===== src/rtl/cgr_kmer_sched_pkg.sv =====
// Shared types and sizing helpers for the CGR k-mer scheduler.
// Holds the FSM state enum, the symbol encoding and the address/table geometry.
package cgr_pkg;

  typedef enum logic [2:0] {
    ST_IDLE,
    ST_FETCH,
    ST_READ,
    ST_WRITE,
    ST_DONE,
    ST_CLEAR
  } state_t;

  localparam logic [1:0] SYM_A = 2'b00;
  localparam logic [1:0] SYM_C = 2'b01;
  localparam logic [1:0] SYM_G = 2'b10;
  localparam logic [1:0] SYM_T = 2'b11;

  function automatic int cgr_addr_w(input int data_len);
    return 2 * data_len + 2;
  endfunction

  function automatic int tbl_depth(input int data_len);
    return 1 << (2 * data_len);
  endfunction

endpackage


===== src/rtl/cgr_kmer_sched_if.sv =====
// Symbol, CGR-generator and count-memory signals of the k-mer scheduler.
// master = scheduler side, slave = symbol source / generator / SRAM side.
interface cgr_kmer_sched_if
  import cgr_pkg::*;
#(
  parameter int DATA_LEN  = 3,
  parameter int CNT_W     = 16,
  parameter int SEQ_LEN_W = 16
);
  localparam int AW = cgr_addr_w(DATA_LEN);

  logic                 start;
  logic [SEQ_LEN_W-1:0] seq_len;
  logic                 sym_valid;
  logic [1:0]           sym;
  logic                 sym_ready;
  logic                 cgr_step;
  logic [1:0]           cgr_symbol;
  logic [AW-1:0]        cgr_addr;
  logic [AW-1:0]        mem_addr;
  logic                 mem_rd_en;
  logic [CNT_W-1:0]     mem_rdata;
  logic                 mem_wr_en;
  logic [CNT_W-1:0]     mem_wdata;
  logic                 busy;
  logic                 done;
  logic                 sat_flag;

  modport master (
    input  start, seq_len, sym_valid, sym, cgr_addr, mem_rdata,
    output sym_ready, cgr_step, cgr_symbol, mem_addr, mem_rd_en,
           mem_wr_en, mem_wdata, busy, done, sat_flag
  );

  modport slave (
    output start, seq_len, sym_valid, sym, cgr_addr, mem_rdata,
    input  sym_ready, cgr_step, cgr_symbol, mem_addr, mem_rd_en,
           mem_wr_en, mem_wdata, busy, done, sat_flag
  );

endinterface


===== src/rtl/cgr_kmer_sched_sat_inc.sv =====
// Combinational saturating +1 for a count word; sat_o flags an all-ones input.
// Zero latency, no handshake.
module cgr_sat_inc #(
  parameter int W = 16
) (
  input  logic [W-1:0] a_i,
  output logic [W-1:0] y_o,
  output logic         sat_o
);

  assign sat_o = &a_i;
  assign y_o   = sat_o ? a_i : a_i + W'(1);

endmodule


===== src/rtl/cgr_kmer_sched.sv =====
// K-mer scheduler: one CGR step per symbol, then RMW saturating increment of the count table.
// 1 cycle per warm-up symbol, 3 per counted symbol; sym_ready only in FETCH. CGR_CLEAR_EN zeroes the table per run.
module cgr_kmer_sched
  import cgr_pkg::*;
#(
  parameter int DATA_LEN  = 3,
  parameter int CNT_W     = 16,
  parameter int SEQ_LEN_W = 16
) (
  input logic              CLK,
  input logic              RST,
  cgr_kmer_sched_if.master bus
);

  localparam int AW = cgr_addr_w(DATA_LEN);
  localparam logic [SEQ_LEN_W-1:0] WARM_LEN = SEQ_LEN_W'(DATA_LEN);

  state_t               state_q, state_d;
  logic [SEQ_LEN_W-1:0] seq_len_q, seq_len_d;
  logic [SEQ_LEN_W-1:0] sym_cnt_q, sym_cnt_d, sym_cnt_inc;
  logic [AW-1:0]        addr_q, addr_d;
  logic                 sat_q, sat_d;

  logic                 sym_ready, cgr_step, mem_rd_en, mem_wr_en, done;
  logic [1:0]           cgr_symbol;
  logic [AW-1:0]        mem_addr;
  logic [CNT_W-1:0]     mem_wdata;
  logic [CNT_W-1:0]     inc_val;
  logic                 inc_sat;

`ifdef CGR_CLEAR_EN
  localparam int IW    = 2 * DATA_LEN;
  localparam int DEPTH = tbl_depth(DATA_LEN);
  logic [IW-1:0] clr_idx_q, clr_idx_d;
`endif

  cgr_sat_inc #(.W(CNT_W)) u_sat_inc (
    .a_i   (bus.mem_rdata),
    .y_o   (inc_val),
    .sat_o (inc_sat)
  );

  assign sym_cnt_inc = sym_cnt_q + SEQ_LEN_W'(1);

  always_comb begin
    state_d    = state_q;
    seq_len_d  = seq_len_q;
    sym_cnt_d  = sym_cnt_q;
    addr_d     = addr_q;
    sat_d      = sat_q;
    sym_ready  = 1'b0;
    cgr_step   = 1'b0;
    cgr_symbol = 2'b00;
    mem_addr   = '0;
    mem_rd_en  = 1'b0;
    mem_wr_en  = 1'b0;
    mem_wdata  = '0;
    done       = 1'b0;
`ifdef CGR_CLEAR_EN
    clr_idx_d  = clr_idx_q;
`endif
    case (state_q)
      ST_IDLE: begin
        if (bus.start) begin
          seq_len_d = bus.seq_len;
          sym_cnt_d = '0;
          sat_d     = 1'b0;
`ifdef CGR_CLEAR_EN
          clr_idx_d = '0;
          state_d   = ST_CLEAR;
`else
          state_d   = (bus.seq_len == '0) ? ST_DONE : ST_FETCH;
`endif
        end
      end
`ifdef CGR_CLEAR_EN
      ST_CLEAR: begin
        // Table index i maps onto the CGR layout {0, y, 0, x}.
        mem_wr_en = 1'b1;
        mem_addr  = {1'b0, clr_idx_q[IW-1:DATA_LEN], 1'b0, clr_idx_q[DATA_LEN-1:0]};
        clr_idx_d = clr_idx_q + IW'(1);
        if (clr_idx_q == IW'(DEPTH - 1)) begin
          state_d = (seq_len_q == '0) ? ST_DONE : ST_FETCH;
        end
      end
`endif
      ST_FETCH: begin
        sym_ready  = 1'b1;
        cgr_symbol = bus.sym;
        if (bus.sym_valid) begin
          cgr_step  = 1'b1;
          sym_cnt_d = sym_cnt_inc;
          if (sym_cnt_inc >= WARM_LEN) begin
            state_d = ST_READ;
          end else if (sym_cnt_inc == seq_len_q) begin
            state_d = ST_DONE;
          end
        end
      end
      ST_READ: begin
        // cgr_addr already reflects the step issued last cycle.
        mem_addr  = bus.cgr_addr;
        addr_d    = bus.cgr_addr;
        mem_rd_en = 1'b1;
        state_d   = ST_WRITE;
      end
      ST_WRITE: begin
        mem_addr  = addr_q;
        mem_wr_en = 1'b1;
        mem_wdata = inc_val;
        if (inc_sat) begin
          sat_d = 1'b1;
        end
        state_d = (sym_cnt_q == seq_len_q) ? ST_DONE : ST_FETCH;
      end
      ST_DONE: begin
        done    = 1'b1;
        state_d = ST_IDLE;
      end
      default: state_d = ST_IDLE;
    endcase
  end

  always_ff @(posedge CLK or posedge RST) begin
    if (RST) begin
      state_q   <= ST_IDLE;
      seq_len_q <= '0;
      sym_cnt_q <= '0;
      addr_q    <= '0;
      sat_q     <= 1'b0;
`ifdef CGR_CLEAR_EN
      clr_idx_q <= '0;
`endif
    end else begin
      state_q   <= state_d;
      seq_len_q <= seq_len_d;
      sym_cnt_q <= sym_cnt_d;
      addr_q    <= addr_d;
      sat_q     <= sat_d;
`ifdef CGR_CLEAR_EN
      clr_idx_q <= clr_idx_d;
`endif
    end
  end

  assign bus.sym_ready  = sym_ready;
  assign bus.cgr_step   = cgr_step;
  assign bus.cgr_symbol = cgr_symbol;
  assign bus.mem_addr   = mem_addr;
  assign bus.mem_rd_en  = mem_rd_en;
  assign bus.mem_wr_en  = mem_wr_en;
  assign bus.mem_wdata  = mem_wdata;
  assign bus.busy       = (state_q != ST_IDLE);
  assign bus.done       = done;
  assign bus.sat_flag   = sat_q;

endmodule


===== src/flat_wrapper.sv =====
// flat-port wrapper written by rule: the top's interface ports become plain ports
module cgr_kmer_sched_flat import cgr_pkg::*;
#(
  parameter int DATA_LEN  = 3,
  parameter int CNT_W     = 16,
  parameter int SEQ_LEN_W = 16
)
  (CLK, RST, bus_start, bus_seq_len, bus_sym_valid, bus_sym, bus_cgr_addr, bus_mem_rdata, bus_sym_ready, bus_cgr_step, bus_cgr_symbol, bus_mem_addr, bus_mem_rd_en, bus_mem_wr_en, bus_mem_wdata, bus_busy, bus_done, bus_sat_flag);
  cgr_kmer_sched_if #(.DATA_LEN(DATA_LEN), .CNT_W(CNT_W), .SEQ_LEN_W(SEQ_LEN_W)) bus_i ();
  input logic CLK;
  input logic RST;
  input wire logic [$bits(bus_i.start)-1:0] bus_start;
  input wire logic [$bits(bus_i.seq_len)-1:0] bus_seq_len;
  input wire logic [$bits(bus_i.sym_valid)-1:0] bus_sym_valid;
  input wire logic [$bits(bus_i.sym)-1:0] bus_sym;
  input wire logic [$bits(bus_i.cgr_addr)-1:0] bus_cgr_addr;
  input wire logic [$bits(bus_i.mem_rdata)-1:0] bus_mem_rdata;
  output wire logic [$bits(bus_i.sym_ready)-1:0] bus_sym_ready;
  output wire logic [$bits(bus_i.cgr_step)-1:0] bus_cgr_step;
  output wire logic [$bits(bus_i.cgr_symbol)-1:0] bus_cgr_symbol;
  output wire logic [$bits(bus_i.mem_addr)-1:0] bus_mem_addr;
  output wire logic [$bits(bus_i.mem_rd_en)-1:0] bus_mem_rd_en;
  output wire logic [$bits(bus_i.mem_wr_en)-1:0] bus_mem_wr_en;
  output wire logic [$bits(bus_i.mem_wdata)-1:0] bus_mem_wdata;
  output wire logic [$bits(bus_i.busy)-1:0] bus_busy;
  output wire logic [$bits(bus_i.done)-1:0] bus_done;
  output wire logic [$bits(bus_i.sat_flag)-1:0] bus_sat_flag;
  assign bus_i.start = bus_start;
  assign bus_i.seq_len = bus_seq_len;
  assign bus_i.sym_valid = bus_sym_valid;
  assign bus_i.sym = bus_sym;
  assign bus_i.cgr_addr = bus_cgr_addr;
  assign bus_i.mem_rdata = bus_mem_rdata;
  assign bus_sym_ready = bus_i.sym_ready;
  assign bus_cgr_step = bus_i.cgr_step;
  assign bus_cgr_symbol = bus_i.cgr_symbol;
  assign bus_mem_addr = bus_i.mem_addr;
  assign bus_mem_rd_en = bus_i.mem_rd_en;
  assign bus_mem_wr_en = bus_i.mem_wr_en;
  assign bus_mem_wdata = bus_i.mem_wdata;
  assign bus_busy = bus_i.busy;
  assign bus_done = bus_i.done;
  assign bus_sat_flag = bus_i.sat_flag;
  cgr_kmer_sched #(.DATA_LEN(DATA_LEN), .CNT_W(CNT_W), .SEQ_LEN_W(SEQ_LEN_W)) u_core (.CLK(CLK), .RST(RST), .bus(bus_i));
endmodule

===== config.mk =====
export PLATFORM = sky130hd
export DESIGN_NAME = cgr_kmer_sched_flat
export DESIGN_NICKNAME = d
export VERILOG_FILES = /design/src/rtl/cgr_kmer_sched_pkg.sv /design/src/rtl/cgr_kmer_sched_if.sv /design/src/rtl/cgr_kmer_sched_sat_inc.sv /design/src/rtl/cgr_kmer_sched.sv /design/src/flat_wrapper.sv
export SDC_FILE = /design/constraint.sdc
export NUM_CORES = 1
export LEC_CHECK = 0
export BUFFER_PORTS_ARGS = -buffer_cell sky130_fd_sc_hd__buf_2
export CORE_MARGIN = 2
export CORE_UTILIZATION = 27
export DETAILED_ROUTE_END_ITERATION = 8
export GPL_ROUTABILITY_DRIVEN = 0
export PLACE_DENSITY = 0.42
export SYNTH_ARGS = -nofsm -noshare
export SYNTH_HDL_FRONTEND = slang
export SYNTH_SLANG_ARGS = --single-unit

===== constraint.sdc =====
create_clock -name CLK -period 4.4 [get_ports CLK]
set_clock_uncertainty 0.2 [all_clocks]
set_input_delay 0.88 -clock CLK [delete_from_list [all_inputs] [get_ports CLK]]
set_output_delay 0.88 -clock CLK [all_outputs]
set_load 0.02 [all_outputs]

# After elaboration in Yosys (flattened, before gate mapping)

Index checks and enable logic that the tools add are counted.

$add $sub $neg: 2
Multipliers: 0
Div/mod/pow operators: 0
$lt $le $gt $ge: 1
Eq/ne operators: 10
Shift operators: 0
Multiplexer cells: 23
Bitwise operators: 0
Reduce and logical (&&, ||, !) cells: 10

Operators with widths:

| cell                    | count |
|---|---|
| $mux W16                | 4 |
| $add A16 B1 Y16 const B | 2 |
| $eq A16 B16 Y1          | 2 |
| $pmux W16 S2            | 1 |
| $mux W3                 | 6 |
| $ge A16 B2 Y1 const B   | 1 |
| $logic_not A16 Y1       | 1 |
| $pmux W8 S2             | 1 |
| $reduce_and A16 Y1      | 1 |
| $pmux W3 S4             | 1 |
| $reduce_and A3 Y1       | 3 |
| $mux W1                 | 8 |
| $eq A3 B2 Y1 const B    | 2 |
| $ne A2 B2 Y1 const B    | 3 |
| $reduce_bool A2 Y1      | 2 |
| $eq A3 B1 Y1 const B    | 1 |
| $eq A3 B3 Y1 const B    | 1 |
| $logic_not A3 Y1        | 1 |
| $ne A3 B1 Y1 const B    | 1 |
| $reduce_bool A3 Y1      | 1 |
| $mux W2                 | 1 |
| $pmux W1 S2             | 1 |
| $reduce_and A2 Y1       | 1 |

Register bits: 44
Bits in latches: 0
Bits in writable memories: 0
ROM bits: 0
Output and inout bits: 33
Word-level logic and storage cells: 51
Memories kept: 0

# Logic depth before layout (Yosys ltp)

Word-level depth: 6
Mapped depth: 8

# By module

From an unflattened synthesis, not the netlist that was laid out.

Cell total of the unflattened synthesis: 387
Area, all modules: 3,380.7 um2

Modules (own cells, without submodules):

| module         | times used | cells an instance | area an instance (um2) | sequential area each (um2) |
|---|---|---|---|---|
| cgr_kmer_sched | 1          | 332               | 3,020.4                | 1,101.1 |
| cgr_sat_inc    | 1          | 55                | 360.3                  | 0.0 |

# Worst setup path after synthesis

Ideal clock, no wire load.

Path type: input -> output
Start: input bus_mem_rdata[3]
End: output bus_mem_wdata[15]
Data arrival time: 2.355 ns
Slack: 0.965 ns
Stages: 6
Cells stage by stage: and4_1 > and4_1 > nand2_1 > nor3_1 > a31oi_1 > a211oi_1

Cells in the longest elaborated chain, start to end: 3
Elaborated cells between the ends (all ways): 4
Those cells by class: 1 x add/sub; 2 x mux; 1 x reduce/logical

RTL lines:

| element                                               | line                                                       | text |
|---|---|---|
| start: declaration                                    | flat_wrapper.sv:17                                         | `input wire logic [$bits(bus_i.mem_rdata)-1:0] bus_mem_rdata;` |
| $add A16 B1 Y16 or $reduce_and A16 Y1 (tied branches) | cgr_kmer_sched_sat_inc.sv:12, cgr_kmer_sched_sat_inc.sv:11 |  |
| $mux W16 (*)                                          | cgr_kmer_sched_sat_inc.sv:12                               | `assign y_o = sat_o ? a_i : a_i + W'(1);` |
| $mux W16 (*)                                          | cgr_kmer_sched.sv:62                                       | `case (state_q)` |
| end: declaration                                      | flat_wrapper.sv:24                                         | `output wire logic [$bits(bus_i.mem_wdata)-1:0] bus_mem_wdata;` |

Mark *: on every way between the ends. The rest lies on a longest branch, timed or not.

# Worst setup path in the final report

Same ends and word-level chain as after synthesis.

==> reports/qor.txt <==
H-tree Lvls -> 2
final hold vios -> 0
core area -> 12060 sq um
Rel. slew slack -> 30.49%
vias in the first global route -> 3020
crit-path max cell delay -> 410 ps
clock-pin slew on the worst setup and hold paths -> 60 ps
PortBufs -> 78
vias per inst -> 5.059
fraction of final layout cells sized beyond drive strength 1 -> 28.80%
count of different cell masters after synthesis -> 59
count leader, synth -> dfrtp_1
f_max -> 0.2744 GHz
Synth top area share -> 32.85%
area grow syn2layout -> 19.75%
CTS Buffer Depth -> 2
Synth Net Count -> 424
# Post-CTS Setup Buffers -> 0
Initial DRC Count -> 202
FILL cells -> 1264
Worst Setup End Kind -> output pin
CP top delay family -> simple AND/OR/NAND/NOR gates
vias -> 3081
cts bufs inserted -> 5
sequential share of the synthesized area -> 32.85%
worst min-delay path class -> flip-flop to flip-flop
Final Setup Violations -> 0
clock latency on the worst-skew pair -> 280 ps
Worst EP arrival -> 2560 ps
initial antenna violation count -> 0
Final min period -> 3644 ps
Slew @ Worst Pin -> 1038 ps
post-CTS sizing -> 0
Syn Inst Count -> 375
Final ANT Viol Nets -> 0
Post-synth EDFFs -> 0
row count -> 40
Worst path depth -> 8
cell chain of the critical path -> buf_2 > and4_1 > and4_1 > and2_1 > nand2_1 > a2111oi_0 > a211oi_1 > buf_2
largest net degree at the start of global routing -> 45
R2R cell count -> 7
Peak VDD IR -> 0.0001331 V
Critical Path Start -> bus_mem_rdata[3]
All-Layer GR Usage -> 14.58%
first-pass iteration count of the detailed router -> 6
reg-to-reg endpoint -> u_core.state_q[2]
FFs w/ async S/R, synth -> 100.0%
boundary pin count -> 79
leading cell types by total area after synthesis -> dfrtp_1 (33%), mux2_2 (8.1%), xnor2_1 (5.7%)
die area -> 13320 sq um
period utilisation layout -> 82.82%
CTS Hold Bufs -> 0
syn_area_per_cell -> 8.939 sq um
DR WL/cell -> 15.48 microns
Required @ worst endpoint -> 3320 ps
Max FO, Critical Path -> 6
pins over their slew limit -> 0
Yosys warnings -> 0
clock root buffer -> clkbuf_16
flop2flop setup slack -> 1240 ps
final setup TNS -> 0 ps
RSZ-0062 raised after global routing -> false
Reg-to-Reg Start -> u_core.sym_cnt_q[0]
CP startpoint kind -> input pin
crit path max-delay cell type -> a2111oi_0
status -> completed
most area-hungry cell type in the Yosys netlist -> dfrtp_1
dpl hpwl -> 7.202 mm
max_cap viols -> 0
Worst Setup Path Type -> input pin to output pin
Die Y -> 115.4 microns
CTS sink cnt -> 44
Post-synth top flop -> dfrtp_1
final wirelength -> 9.430 mm
GRT overflow -> 0
n_diodes -> 0
register bit total from synthesis -> 44
Buffers & Inverters on Critical Path -> 2
CTS tree -> done
Mapped Area -> 3352 sq um
LEAKAGE -> 1.713 nW
Worst Setup EP -> bus_mem_wdata[15]
Design Power -> 2.059 mW
DIE WIDTH -> 115.4 microns
Initial Util -> 27.79%
Nets -> 491
detailed-route DRC error count -> 0
first-pass GRT wire length -> 15.55 mm
Commonest cells post-synth -> dfrtp_1 (44), nor2_1 (34), o21ai_0 (29), nand2_1 (27), mux2_2 (24)
pwr dens -> 512.9 nW/um^2
-- layout make-up --
type	instances	area (sq um)	area share, %
Sequential cell	44	1101	27.43
Clock inverter	1	30.03	0.7481
Clock buffer	5	125.1	3.117
Inverter	10	37.54	0.9352
Multi-Input combinational cell	299	2090	52.06
Timing Repair Buffer	82	420.4	10.47
Tap cell	168	210.2	5.237
-- through the flow --
stage	setup slack (ps)	cells	cell area [sq um]	util, %	hold slack, ps
5_1_grt	550.7	609	4014	33.28	334.5
4_1_cts	770.8	609	4014	33.28	314.9
3_3_place_gp	770.4	603	3859	31.99	289.3
6_report	756.0	609	4014	33.28	310.7
2_1_floorplan	964.6	375	3352	-	281.6
3_5_place_dp	798.1	603	3859	31.99	300.8
-- worst reg2reg max path, stage by stage (launching register included) --
cell and delay, ps:
dfrtp_1 480, ha_1 360, and3_1 410, nand3_1 210, a221oi_2 340, nand4_1 250, or4_1 550, o211a_1 250
-- registers in the layout (all words and copies together) (netlist names) --
register and flops:
u_core.bus.sat_flag 1, u_core.addr_q 8, u_core.sym_cnt_q 16, u_core.seq_len_q 16, u_core.state_q 3
-- where the power goes --
group          internal [mW]  switching [mW]  total [mW]
clock network          0.262           0.152       0.414
logic                  0.422           0.526       0.949
registers              0.541           0.156       0.697
-- cells in the final DEF (no fill, tap or decap), types with 6 or more instances in the layout --
cell type	n
nor3_1	9
mux2_2	24
a31oi_1	6
a22o_1	8
xnor2_1	22
buf_2	78
nand2b_1	6
xor2_1	13
a21oi_1	7
nand2_1	27
inv_1	8
nor2_1	34
o21ai_0	29
nand4_1	9
and2_1	9
or3_1	8
dfrtp_1	44
nand3_1	12
-- worst min-delay path by stage --
stage,from,slack (ps),cells past startpoint,to
floorplan,u_core.addr_q[0],280,1,u_core.addr_q[0]
global placement,u_core.addr_q[5],290,1,u_core.addr_q[5]
detailed placement,u_core.addr_q[6],300,1,u_core.addr_q[6]
CTS,u_core.addr_q[6],310,1,u_core.addr_q[6]
global route,u_core.addr_q[6],330,1,u_core.addr_q[6]
finish,u_core.addr_q[5],310,1,u_core.addr_q[5]
-- per-layer routing --
metal / global-route usage (%) / wire (microns) / up-vias / part of all wire [%]
met4: 4.418 / 197 / 0 / 2.1
met3: 3.243 / 506 / 12 / 5.4
met2: 22.57 / 4244 / 87 / 45
met1: 20.34 / 4481 / 1472 / 48
met5: 0 / 0 / - / 0
li1: - / - / 1510 / -
-- logic make-up (layout without fill, tap and decap cells) --
| logic type | count (synthesis) | count (layout) | synth area share (%) |
|---|---|---|---|
| xor gates and xnor gates | 35 | 35 | 9.145 |
| DFF | 44 | 44 | 32.85 |
| adders and majority gates | 3 | 3 | 1.120 |
| and+or+nand+nor | 150 | 150 | 25.42 |
| buffers and inverters | 32 | 98 | 4.815 |
| muxes | 28 | 28 | 9.257 |
| AOI/OAI and AO/OA | 83 | 83 | 17.40 |
Power figures use the tool's default switching activity.
